`src/rtl/id_ex_pipe_reg.sv`:
```
// ID/EX pipeline register for the 5-stage RISC-V core.
// Captures decoded operands and controls for EX, tracks validity, holds on
// stall, inserts bubbles on flush or on a detected load-use hazard, and keeps
// saturating stall/bubble performance counters.
module id_ex_pipe_reg #(
    parameter int XLEN   = 32,
    parameter int RA_W   = 5,
    parameter int CTRL_W = 7,
    parameter int CNT_W  = 16
) (
    input  logic              clk_i,
    input  logic              rst_i,
    input  logic              stall_i,
    input  logic              flush_i,
    input  logic              valid_i,
    input  logic [XLEN-1:0]   inst_i,
    input  logic [XLEN-1:0]   pc_i,
    input  logic [XLEN-1:0]   rd1_i,
    input  logic [XLEN-1:0]   rd2_i,
    input  logic [XLEN-1:0]   imm_i,
    input  logic [CTRL_W-1:0] ctrl_i,
    output logic              valid_o,
    output logic [XLEN-1:0]   inst_o,
    output logic [XLEN-1:0]   pc_o,
    output logic [XLEN-1:0]   rs1_data_o,
    output logic [XLEN-1:0]   rs2_data_o,
    output logic [XLEN-1:0]   imm_o,
    output logic [1:0]        wb_o,
    output logic [1:0]        m_o,
    output logic              alu_src_o,
    output logic [1:0]        alu_op_o,
    output logic [RA_W-1:0]   rs1_addr_o,
    output logic [RA_W-1:0]   rs2_addr_o,
    output logic [RA_W-1:0]   rd_addr_o,
    output logic              mem_read_o,
    output logic              load_use_o,
    output logic [CNT_W-1:0]  stall_cnt_o,
    output logic [CNT_W-1:0]  bubble_cnt_o
);

    typedef struct packed {
        logic            valid;
        logic [XLEN-1:0] inst;
        logic [XLEN-1:0] pc;
        logic [XLEN-1:0] rs1_data;
        logic [XLEN-1:0] rs2_data;
        logic [XLEN-1:0] imm;
        logic [1:0]      wb;
        logic [1:0]      m;
        logic            alu_src;
        logic [1:0]      alu_op;
        logic [RA_W-1:0] rs1_addr;
        logic [RA_W-1:0] rs2_addr;
        logic [RA_W-1:0] rd_addr;
        logic            mem_read;
    } ex_stage_t;

    // One action per edge, listed in priority order.
    typedef enum logic [1:0] {
        ACT_FLUSH,
        ACT_STALL,
        ACT_BUBBLE,
        ACT_LOAD
    } action_e;

    ex_stage_t ex_q;
    ex_stage_t ex_d;
    ex_stage_t load_val;
    action_e   action;
    logic      stall_inc;
    logic      bubble_inc;

    logic [RA_W-1:0] id_rs1;
    logic [RA_W-1:0] id_rs2;
    logic [RA_W-1:0] id_rd;

    assign id_rs1 = RA_W'(inst_i[19:15]);
    assign id_rs2 = RA_W'(inst_i[24:20]);
    assign id_rd  = RA_W'(inst_i[11:7]);

    // Load-use hazard: EX holds a valid load whose destination ID reads now.
    assign load_use_o = ex_q.valid & ex_q.mem_read & (ex_q.rd_addr != '0) & valid_i &
                        ((ex_q.rd_addr == id_rs1) | (ex_q.rd_addr == id_rs2));

    // Select this cycle's action by priority.
    always_comb begin
        // NOTE: every always_comb output gets a default first so no latch is inferred.
        action = ACT_LOAD;
        if (flush_i)         action = ACT_FLUSH;
        else if (stall_i)    action = ACT_STALL;
        else if (load_use_o) action = ACT_BUBBLE;
    end

    // Build the normal-load value; controls are squashed for an invalid slot.
    always_comb begin
        load_val          = '0;
        load_val.valid    = valid_i;
        load_val.inst     = inst_i;
        load_val.pc       = pc_i;
        load_val.rs1_data = rd1_i;
        load_val.rs2_data = rd2_i;
        load_val.imm      = imm_i;
        load_val.rs1_addr = id_rs1;
        load_val.rs2_addr = id_rs2;
        load_val.rd_addr  = id_rd;
        if (valid_i) begin
            load_val.alu_op   = ctrl_i[6:5];
            load_val.alu_src  = ctrl_i[4];
            load_val.m        = ctrl_i[3:2];
            load_val.wb       = ctrl_i[1:0];
            load_val.mem_read = ctrl_i[3];
        end
    end

    // Next stage contents and counter increment requests.
    always_comb begin
        ex_d       = ex_q;
        stall_inc  = 1'b0;
        bubble_inc = 1'b0;
        unique case (action)
            ACT_FLUSH, ACT_BUBBLE: begin
                ex_d       = '0;
                bubble_inc = 1'b1;
            end
            ACT_STALL: stall_inc = 1'b1;
            ACT_LOAD: begin
                ex_d       = load_val;
                bubble_inc = ~valid_i;
            end
            default: ex_d = ex_q;
        endcase
    end

    // Stage register.
    always_ff @(posedge clk_i or negedge rst_i) begin
        // NOTE: sequential state uses non-blocking assignments so all registers update together.
        if (!rst_i) ex_q <= '0;
        else        ex_q <= ex_d;
    end

    // Saturating performance counters, cleared only by reset.
    always_ff @(posedge clk_i or negedge rst_i) begin
        if (!rst_i) begin
            stall_cnt_o  <= '0;
            bubble_cnt_o <= '0;
        end else begin
            if (stall_inc && (stall_cnt_o != '1))   stall_cnt_o  <= stall_cnt_o + 1'b1;
            if (bubble_inc && (bubble_cnt_o != '1)) bubble_cnt_o <= bubble_cnt_o + 1'b1;
        end
    end

    assign valid_o    = ex_q.valid;
    assign inst_o     = ex_q.inst;
    assign pc_o       = ex_q.pc;
    assign rs1_data_o = ex_q.rs1_data;
    assign rs2_data_o = ex_q.rs2_data;
    assign imm_o      = ex_q.imm;
    assign wb_o       = ex_q.wb;
    assign m_o        = ex_q.m;
    assign alu_src_o  = ex_q.alu_src;
    assign alu_op_o   = ex_q.alu_op;
    assign rs1_addr_o = ex_q.rs1_addr;
    assign rs2_addr_o = ex_q.rs2_addr;
    assign rd_addr_o  = ex_q.rd_addr;
    assign mem_read_o = ex_q.mem_read;

endmodule

```
`config.mk`:
```
export PLATFORM = sky130hd
export DESIGN_NAME = id_ex_pipe_reg
export DESIGN_NICKNAME = d
export VERILOG_FILES = /design/src/rtl/id_ex_pipe_reg.sv
export SDC_FILE = /design/constraint.sdc
export NUM_CORES = 1
export LEC_CHECK = 0
export ABC_AREA = 1
export BUFFER_PORTS_ARGS = -buffer_cell sky130_fd_sc_hd__buf_2
export CELL_PAD_IN_SITES_DETAIL_PLACEMENT = 0
export CELL_PAD_IN_SITES_GLOBAL_PLACEMENT = 2
export CORE_MARGIN = 2
export CORE_UTILIZATION = 27
export DETAILED_ROUTE_END_ITERATION = 10
export PLACE_DENSITY_LB_ADDON = 0.1
export SLEW_MARGIN = 20
export SYNTH_ARGS = -nofsm -noshare
export SYNTH_HDL_FRONTEND = slang
export SYNTH_SLANG_ARGS = --single-unit
```
`constraint.sdc`:
```
create_clock -name clk_i -period 1.73 [get_ports clk_i]
set_input_delay 0.2595 -clock clk_i [delete_from_list [all_inputs] [get_ports clk_i]]
set_output_delay 0.2595 -clock clk_i [all_outputs]
set_load 0.01 [all_outputs]
```
== Word-level counts from Yosys, hierarchy flattened ==
Cells that the tools add are included.
Operators by class
  $add $sub $neg: 2
  equal/unequal tests: 7
  multiplexer cells: 8
  bitwise operators: 6
  reductions and logical operators: 6
Operators with widths (count)
  case mux 184 bit (2 select lines): 1
  adder 16 x 1 -> 16 bit, second input constant: 2
  != test 16 bit, second input constant: 2
  equality test 5 bit: 2
  2-to-1 mux 7 bit: 1
  nonzero test 5 bit: 1
  bitwise AND 1 bit: 4
  equality test 2 bit, second input constant: 2
  2-to-1 mux 2 bit: 2
  2-to-1 mux 1 bit: 3
  equality test 2 x 1 -> 1 bit, second input constant: 1
  logical AND 1 bit: 2
  logical NOT 2 bit: 1
  case mux 1 bit (2 select lines): 1
  nonzero test 2 bit: 1
  OR reduction 2 bit: 1
  NOT 1 bit: 1
  OR 1 bit: 1
Storage, ports and cells
  flip-flop bits (word level): 216
  output and inout bits: 217
  logic and storage cells: 45

== Longest topological paths before layout ==
Gate-level depths: netlist (run 1).
  depth in word-level cells: 11
  gate-level depth with buffers: 12
  gate-level depth less buffers: 11

== Worst setup path before layout (run 1) ==
Ideal clock, no wire load.
  path type: reg-to-reg
  start: reg bubble_cnt_o[0]
  end: reg bubble_cnt_o[11]
  setup time: 117 ps
  arrival time: 1505 ps
  slack: 108 ps
  stages on the path, launching flop included: 10
  clock period less this slack: 1622 ps
  cells stage by stage: dfrtp_1 > ha_1 > nand3_2 > nor2_4 > nand4_1 > o21ai_2 > inv_2 > buf_2 > nand3_1 > nand2_1
Between the ends
  longest elaborated chain between the ends: 2
  elaborated cells on any way between the ends: 3
Ends and longest elaborated chain
  from (decl): RTL line 38  | output logic [CNT_W-1:0] bubble_cnt_o
  from (signal assigned): RTL line 148  | if (bubble_inc && (bubble_cnt_o != '1)) bubble_cnt_o <= bubble_cnt_o + 1'b1;
  branches (longest 2 deep; another with adder 16 x 1 -> 16 bit)
Several ways; the timed one is not identified.
A chain may end at the register's enable or synchronous reset.

==> flow_summary.toml, run 1 <==
[logic_synthesis]
synth_top_area_share_pct = 55.1
async_flop_share_pct = 100
syn_inst = 1004
synth_area_sq_um = 9080
synth_area_per_cell_sq_um = 9.05
synth-main-ff-cell = "dfrtp_1"
yosys_warnings = 0
ys_top_cells_by_count = "nand2_1 (264), dfrtp_1 (200), inv_1 (193)"
yosysUniqueCellTypes = 25
synth-edff-count = 0
synth_fp_nets = 1178
synthTopCellsByArea = "dfrtp_1 (55%), nand2_1 (11%), o21ai_2 (9.7%)"
ys_ff_latch = 200
yosysTopAreaCell = "dfrtp_1"
ys_seq_area_share_pct = 55.1
yosysMostFrequentCell = "nand2_1"

[route]
drcViolationCount = 0
drt_pass1_iterations = 4
ant_nets = 0
vias = 7834
drt_iter0_drc = 308
wl_per_cell_um = 15.7
drt_wl_total_mm = 29.8
viasPerCell = 4.14

[worst_setup_path]
critical_path_class = "reg2out"
rr_endpoint = "imm_o[29]"
crit_chain = "buf_6 > nand2_2 > nand2_1 > nor2_1 > nand3_1 > nand2_1 > nand2_2 > buf_6 > inv_2 > buf_6"
cp_max_fo = 4
start_kind = "register"
cpMostUsedCell = "buf_6"
required_ps = 1470
rr_startpoint = "inst_o[9]"
cp-startpoint = "inst_o[9]"
r2r_slack_ps = -170
crit_path_end = "load_use_o"
arrival_ps = 1670
end_kind = "primary output"
slowest_stage = "dfrtp_1"
reg2regPathDepth = 13
cp.depth = 10
crit_family = "simple AND/OR/NAND/NOR gates"
slowest_delay_ps = 420
critPathBufInv = 4

[cts]
insertion_delay_ps = 450
cts_buffers = 17
cts-root-buf = "clkbuf_16"
clock_sinks = 200
cts_buffer_depth = 2
h-tree-depth = 4
cts_tree = "built"
cts.clk_slew.worst_paths_ps = 70

[power]
irDropWorstVdd_mv = 0.720
powerDensity_nw_per_um2 = 873
power_mw = 11.3
p_leak_nw = 7.34

[worst_hold_path]
hold_path_class = "in2reg"

[placement]
place_congestion = 0.764
dp_hpwl_mm = 21.1
numPortBuffers = 388
dp_cells = 1830

[layout]
area_growth_pct = 42.9
layout.nets = 1604
post-route-util_pct = 38.9
drive_gt1_share_pct = 45.0
final_cells = 1894

[status]
violations = "setup timing"
status = "finished with violations"

[grt]
grtUsageTotal_pct = 16.3
grt_pass1_wl_mm = 44.4
grt_pass1_vias = 7702
grt.overflow.total = 0
antenna_found_initial = 3
grt_max_degree = 89

[timing]
whs_ps = 38.3
fin_skew_ps = 9.18
timing.fmax_mhz = 520
drv_slew = 0
fin_crit_sh_pct = 111
hold_violations = 0
setup_viol = 185
worst_slew_pin_slew_ps = 515
fin_ws_ps = -195
rsz0062_at_grt = "true"
min_period_ps = 1920
slew_headroom_pct = 65.7

[floorplan]
core_sq_um = 33400
die_w_um = 187
die_h_um = 187
num_rows = 67
die_area_sq_um = 35100
start_util_pct = 27.2
io_pins = 389

[flow_run]
drv_cap = 0
## report_power, final
| group | switching (mW) | leakage (nW) | internal [mW] | total, mW |
|---|---|---|---|---|
| registers | 0.262 | 2.66 | 5.01 | 5.28 |
| logic | 1.20 | 4.42 | 0.939 | 2.14 |
| clock network | 1.85 | 0.265 | 2.06 | 3.91 |
| total | 3.32 | 7.34 | 8.01 | 11.3 |
## sequential cells by signal, indices dropped and copies added (netlist names)
name,flops
stall_cnt_o,16
pc_o,32
imm_o,32
wb_o,2
rs1_data_o,32
rs2_data_o,32
valid_o,1
inst_o,32
m_o,2
bubble_cnt_o,16
alu_op_o,2
alu_src_o,1
## cell families after synthesis
| family | count (synthesis) | synth area share (%) |
|---|---|---|
| flip-flops | 200 | 55.1 |
| adder cells (fa/ha/maj) | 2 | 0.275 |
| XOR/XNOR | 30 | 2.89 |
| buffers and inverters | 252 | 12.4 |
| AND/OR/NAND/NOR | 345 | 15.5 |
| AO/OA/AOI/OAI | 175 | 13.9 |
## layer usage
metal  GRT usage (%)  vias up  routed length, um
li1                -     3904                  -
met4            5.75        0                580
met1            20.4     3699              13200
met5               0        -                  0
met2            27.1      202              14600
met3            4.28       29               1460
## cell type report
| type | count | area (sq um) |
|---|---|---|
| Clock inverter | 11 | 97.6 |
| Antenna cell | 3 | 7.51 |
| Fill cell | 3619 | 20400 |
| Clock buffer | 21 | 460 |
| Tap cell | 448 | 561 |
| Sequential cell | 200 | 5010 |
| Multi-Input combinational cell | 553 | 3160 |
| Inverter | 195 | 732 |
| Timing Repair Buffer | 463 | 2960 |
## cells in the final DEF, fill, tap and decap left out, types with 6 or more instances in the layout
master | Yosys | routed
buf_2 | 5 | 386
nand2_1 | 264 | 262
dfrtp_1 | 200 | 199
inv_1 | 193 | 188
o21ai_2 | 101 | 119
buf_4 | 16 | 35
o21ai_0 | 54 | 32
clkbuf_16 | 0 | 25
nor2_1 | 31 | 24
o21ai_1 | 16 | 20
xor2_1 | 20 | 20
buf_12 | 0 | 17
nand3_1 | 27 | 14
nand3_2 | 2 | 14
buf_6 | 15 | 11
xnor2_1 | 10 | 10
nand4_1 | 9 | 9
inv_2 | 2 | 7
nor3_1 | 7 | 7
nor2_2 | 0 | 6
## through the flow
step                worst slack [ps]  instance area [sq um]  setup TNS, ps
CTS                             -205                  12400         -11040
detailed placement              31.5                  11800              0
global placement                61.8                  11800              0
floorplan                        108                   9080              0
global route                    -323                  13000         -45540
finish                          -195                  13000         -21380
## worst min-delay path, cell delays in order
cell and delay (ps):
buf_2 90, inv_1 40, o21ai_1 60
## how the worst min path moves through the flow
stage                          from        endpoint  slack, ps  cells after the start
final                     rd1_i[26]  rs1_data_o[26]         40                      3
after global routing      rd1_i[26]  rs1_data_o[26]         10                      3
after CTS                 rd1_i[26]  rs1_data_o[26]         10                      3
after detailed placement      rst_i       inst_o[2]        270                      1
after global placement        rst_i       inst_o[2]        270                      1
after floorplan               rst_i     alu_op_o[0]        -40                      0
## repair_timing
item                                    4_1_cts  5_1_grt
pin swaps                                     6       16
resized for setup                            26       67
hold buffers                                  1        0
endpoints found under the setup margin        1      188
endpoints found under the hold margin        42        0
buffers inserted                              5       14
cloned                                        0       11
Note: power is estimated with default switching activity, not from simulation.
==> run 2, diff against run 1 <==
--- a/config.mk
+++ b/config.mk
@@ -13,6 +13,7 @@
 export CORE_UTILIZATION = 27
 export DETAILED_ROUTE_END_ITERATION = 10
 export PLACE_DENSITY_LB_ADDON = 0.1
+export REMOVE_ABC_BUFFERS = 1
 export SLEW_MARGIN = 20
 export SYNTH_ARGS = -nofsm -noshare
 export SYNTH_HDL_FRONTEND = slang
==> run 2 against run 1 <==
The flow still finishes with violations (setup timing); core utilization shrank 0.30 points; worst hold slack got worse by 3.4 ps; total power rose by 5.8%; non-clock buffer count is 13 lower; sequential cell count unchanged; die area unchanged; cell area is 0.77% lower; critical endpoint is now inst_o[2]; critical path type is now reg2reg; register-to-register slack improved by 90 ps.
==> flow_summary.toml, run 2 (same netlist as run 1, synthesis figures left out) <==
[cts]
cts_buffers = 17
cts_tree = "built"
clock_sinks = 200
cts.clk_slew.worst_paths_ps = 70
insertion_delay_ps = 450
h-tree-depth = 4
cts-root-buf = "clkbuf_16"
cts_buffer_depth = 2

[status]
violations = "setup timing"
status = "finished with violations"

[placement]
dp_cells = 1825
numPortBuffers = 388
place_congestion = 0.732
dp_hpwl_mm = 21.5

[timing]
fin_skew_ps = 12.3
min_period_ps = 1810
rsz0062_at_grt = "true"
worst_slew_pin_slew_ps = 458
hold_violations = 0
fin_crit_sh_pct = 104
fin_ws_ps = -75.2
whs_ps = 34.9
timing.fmax_mhz = 554
drv_slew = 0
setup_viol = 87
slew_headroom_pct = 69.5

[layout]
fillers = 3591
area_growth_pct = 41.8
layout.nets = 1591
final_common_cell = "buf_2"
final_cells = 1879
final_cell_mix = "buf_2 (386), nand2_1 (263), dfrtp_1 (199), inv_1 (190), o21ai_2 (108)"
drive_gt1_share_pct = 42.5

[worst_setup_path]
critical_path_class = "reg2reg"
end_kind = "register"
reg2regPathDepth = 12
required_ps = 2070
cp_max_fo = 15
rr_endpoint = "inst_o[2]"
rr_startpoint = "inst_o[10]"
arrival_ps = 2140
r2r_slack_ps = -80
start_kind = "register"

[worst_hold_path]
whs_path_depth = 3
hold_path_class = "in2reg"
min-delay-start = "pc_i[30]"
whs_endpoint = "pc_o[30]"

[floorplan]
start_util_pct = 27.2
die_h_um = 187
core_sq_um = 33400
die_w_um = 187
io_pins = 389
num_rows = 67
die_area_sq_um = 35100

[grt]
grt.overflow.total = 0
antenna_found_initial = 6
grt_pass1_vias = 7744
grtUsageTotal_pct = 16.7
grt_pass1_wl_mm = 45.1
grt_max_degree = 89

[power]
irDropWorstVdd_mv = 0.689
p_leak_nw = 7.31
powerDensity_nw_per_um2 = 931

[route]
drt_iter0_drc = 270
vias = 7768
ant_nets = 0
drt_wl_total_mm = 30.2
viasPerCell = 4.13
drt_pass1_iterations = 4
wl_per_cell_um = 16.1
drcViolationCount = 0

[flow_run]
drv_cap = 0
run 2: cell count changes in the layout (fill, tap and decap cells not counted), moves of 11 or more:
cell and change:
o21ai_2 -11, nand3_1 +12, o21ai_0 -20, o21ai_1 +31, nand3_2 -12
run 2: worst max-delay path by stage:
stage / startpoint / end / depth (start not counted)
after floorplan: stall_i / stall_cnt_o[7] / 7
after global placement: inst_o[8] / pc_o[1] / 10
after detailed placement: inst_o[10] / pc_o[13] / 10
after CTS: inst_o[7] / load_use_o / 9
after global routing: inst_o[7] / load_use_o / 8
final: inst_o[10] / inst_o[2] / 12
run 2: layer usage:
metal | global-route usage, % | vias to the layer above | wire (um)
li1 | - | 3865 | -
met1 | 21.3 | 3631 | 13600
met2 | 27.4 | 238 | 14100
met3 | 5.05 | 26 | 1900
met4 | 4.97 | 8 | 450
met5 | 0 | - | 55
run 2: area by class of cell:
type	instances	area, sq um	share of cell area [%]
well taps	448	561	4.35
clock buffers	20	447	3.47
multi-input cells	553	3050	23.7
flip-flops and latches	200	5010	38.9
clock inverters	11	216	1.68
inverters	195	736	5.71
diodes	2	5.00	0.0388
repair buffers	450	2860	22.2
run 2: metrics by stage:
step | TNS (ps) | setup WS, ps | power (mW) | instance area, sq um | util, %
2_1_floorplan | -821280 | -5690 | 6.22 | 8690 | -
3_3_place_gp | 0 | 38.7 | 7.35 | 11700 | 35.0
3_5_place_dp | -24.5 | -7.66 | 7.35 | 11700 | 35.0
4_1_cts | -5030 | -128 | 12.1 | 12400 | 37.2
5_1_grt | -22100 | -224 | 12.6 | 12900 | 38.6
6_report | -3010 | -75.2 | 12.0 | 12900 | 38.6
run 2: power breakdown:
group          switching, mW  internal [mW]  leakage [nW]  total (mW)
registers              0.265           5.01          2.66        5.28
logic                   1.17          0.927          4.33        2.10
clock network           1.86           2.75         0.325        4.62
run 2: critical path: stages, from the launching register on:
cell	delay, ps
dfrtp_1	400
inv_2	80
nand2_1	60
nand2_1	50
nor2_1	130
nand3_1	90
nand2_1	100
nand2_2	70
buf_4	170
nand3_4	90
buf_12	190
clkbuf_16	220
o21ai_1	70
run 2: what timing repair did:
item                                    4_1_cts  5_1_grt
gates cloned                                  1       12
gates resized for setup                      37       48
pin swaps                                     6        2
endpoints found under the setup margin       35      195
setup buffers                                 3        4
hold endpoints to repair                     34        0
hold buffers                                  1        0
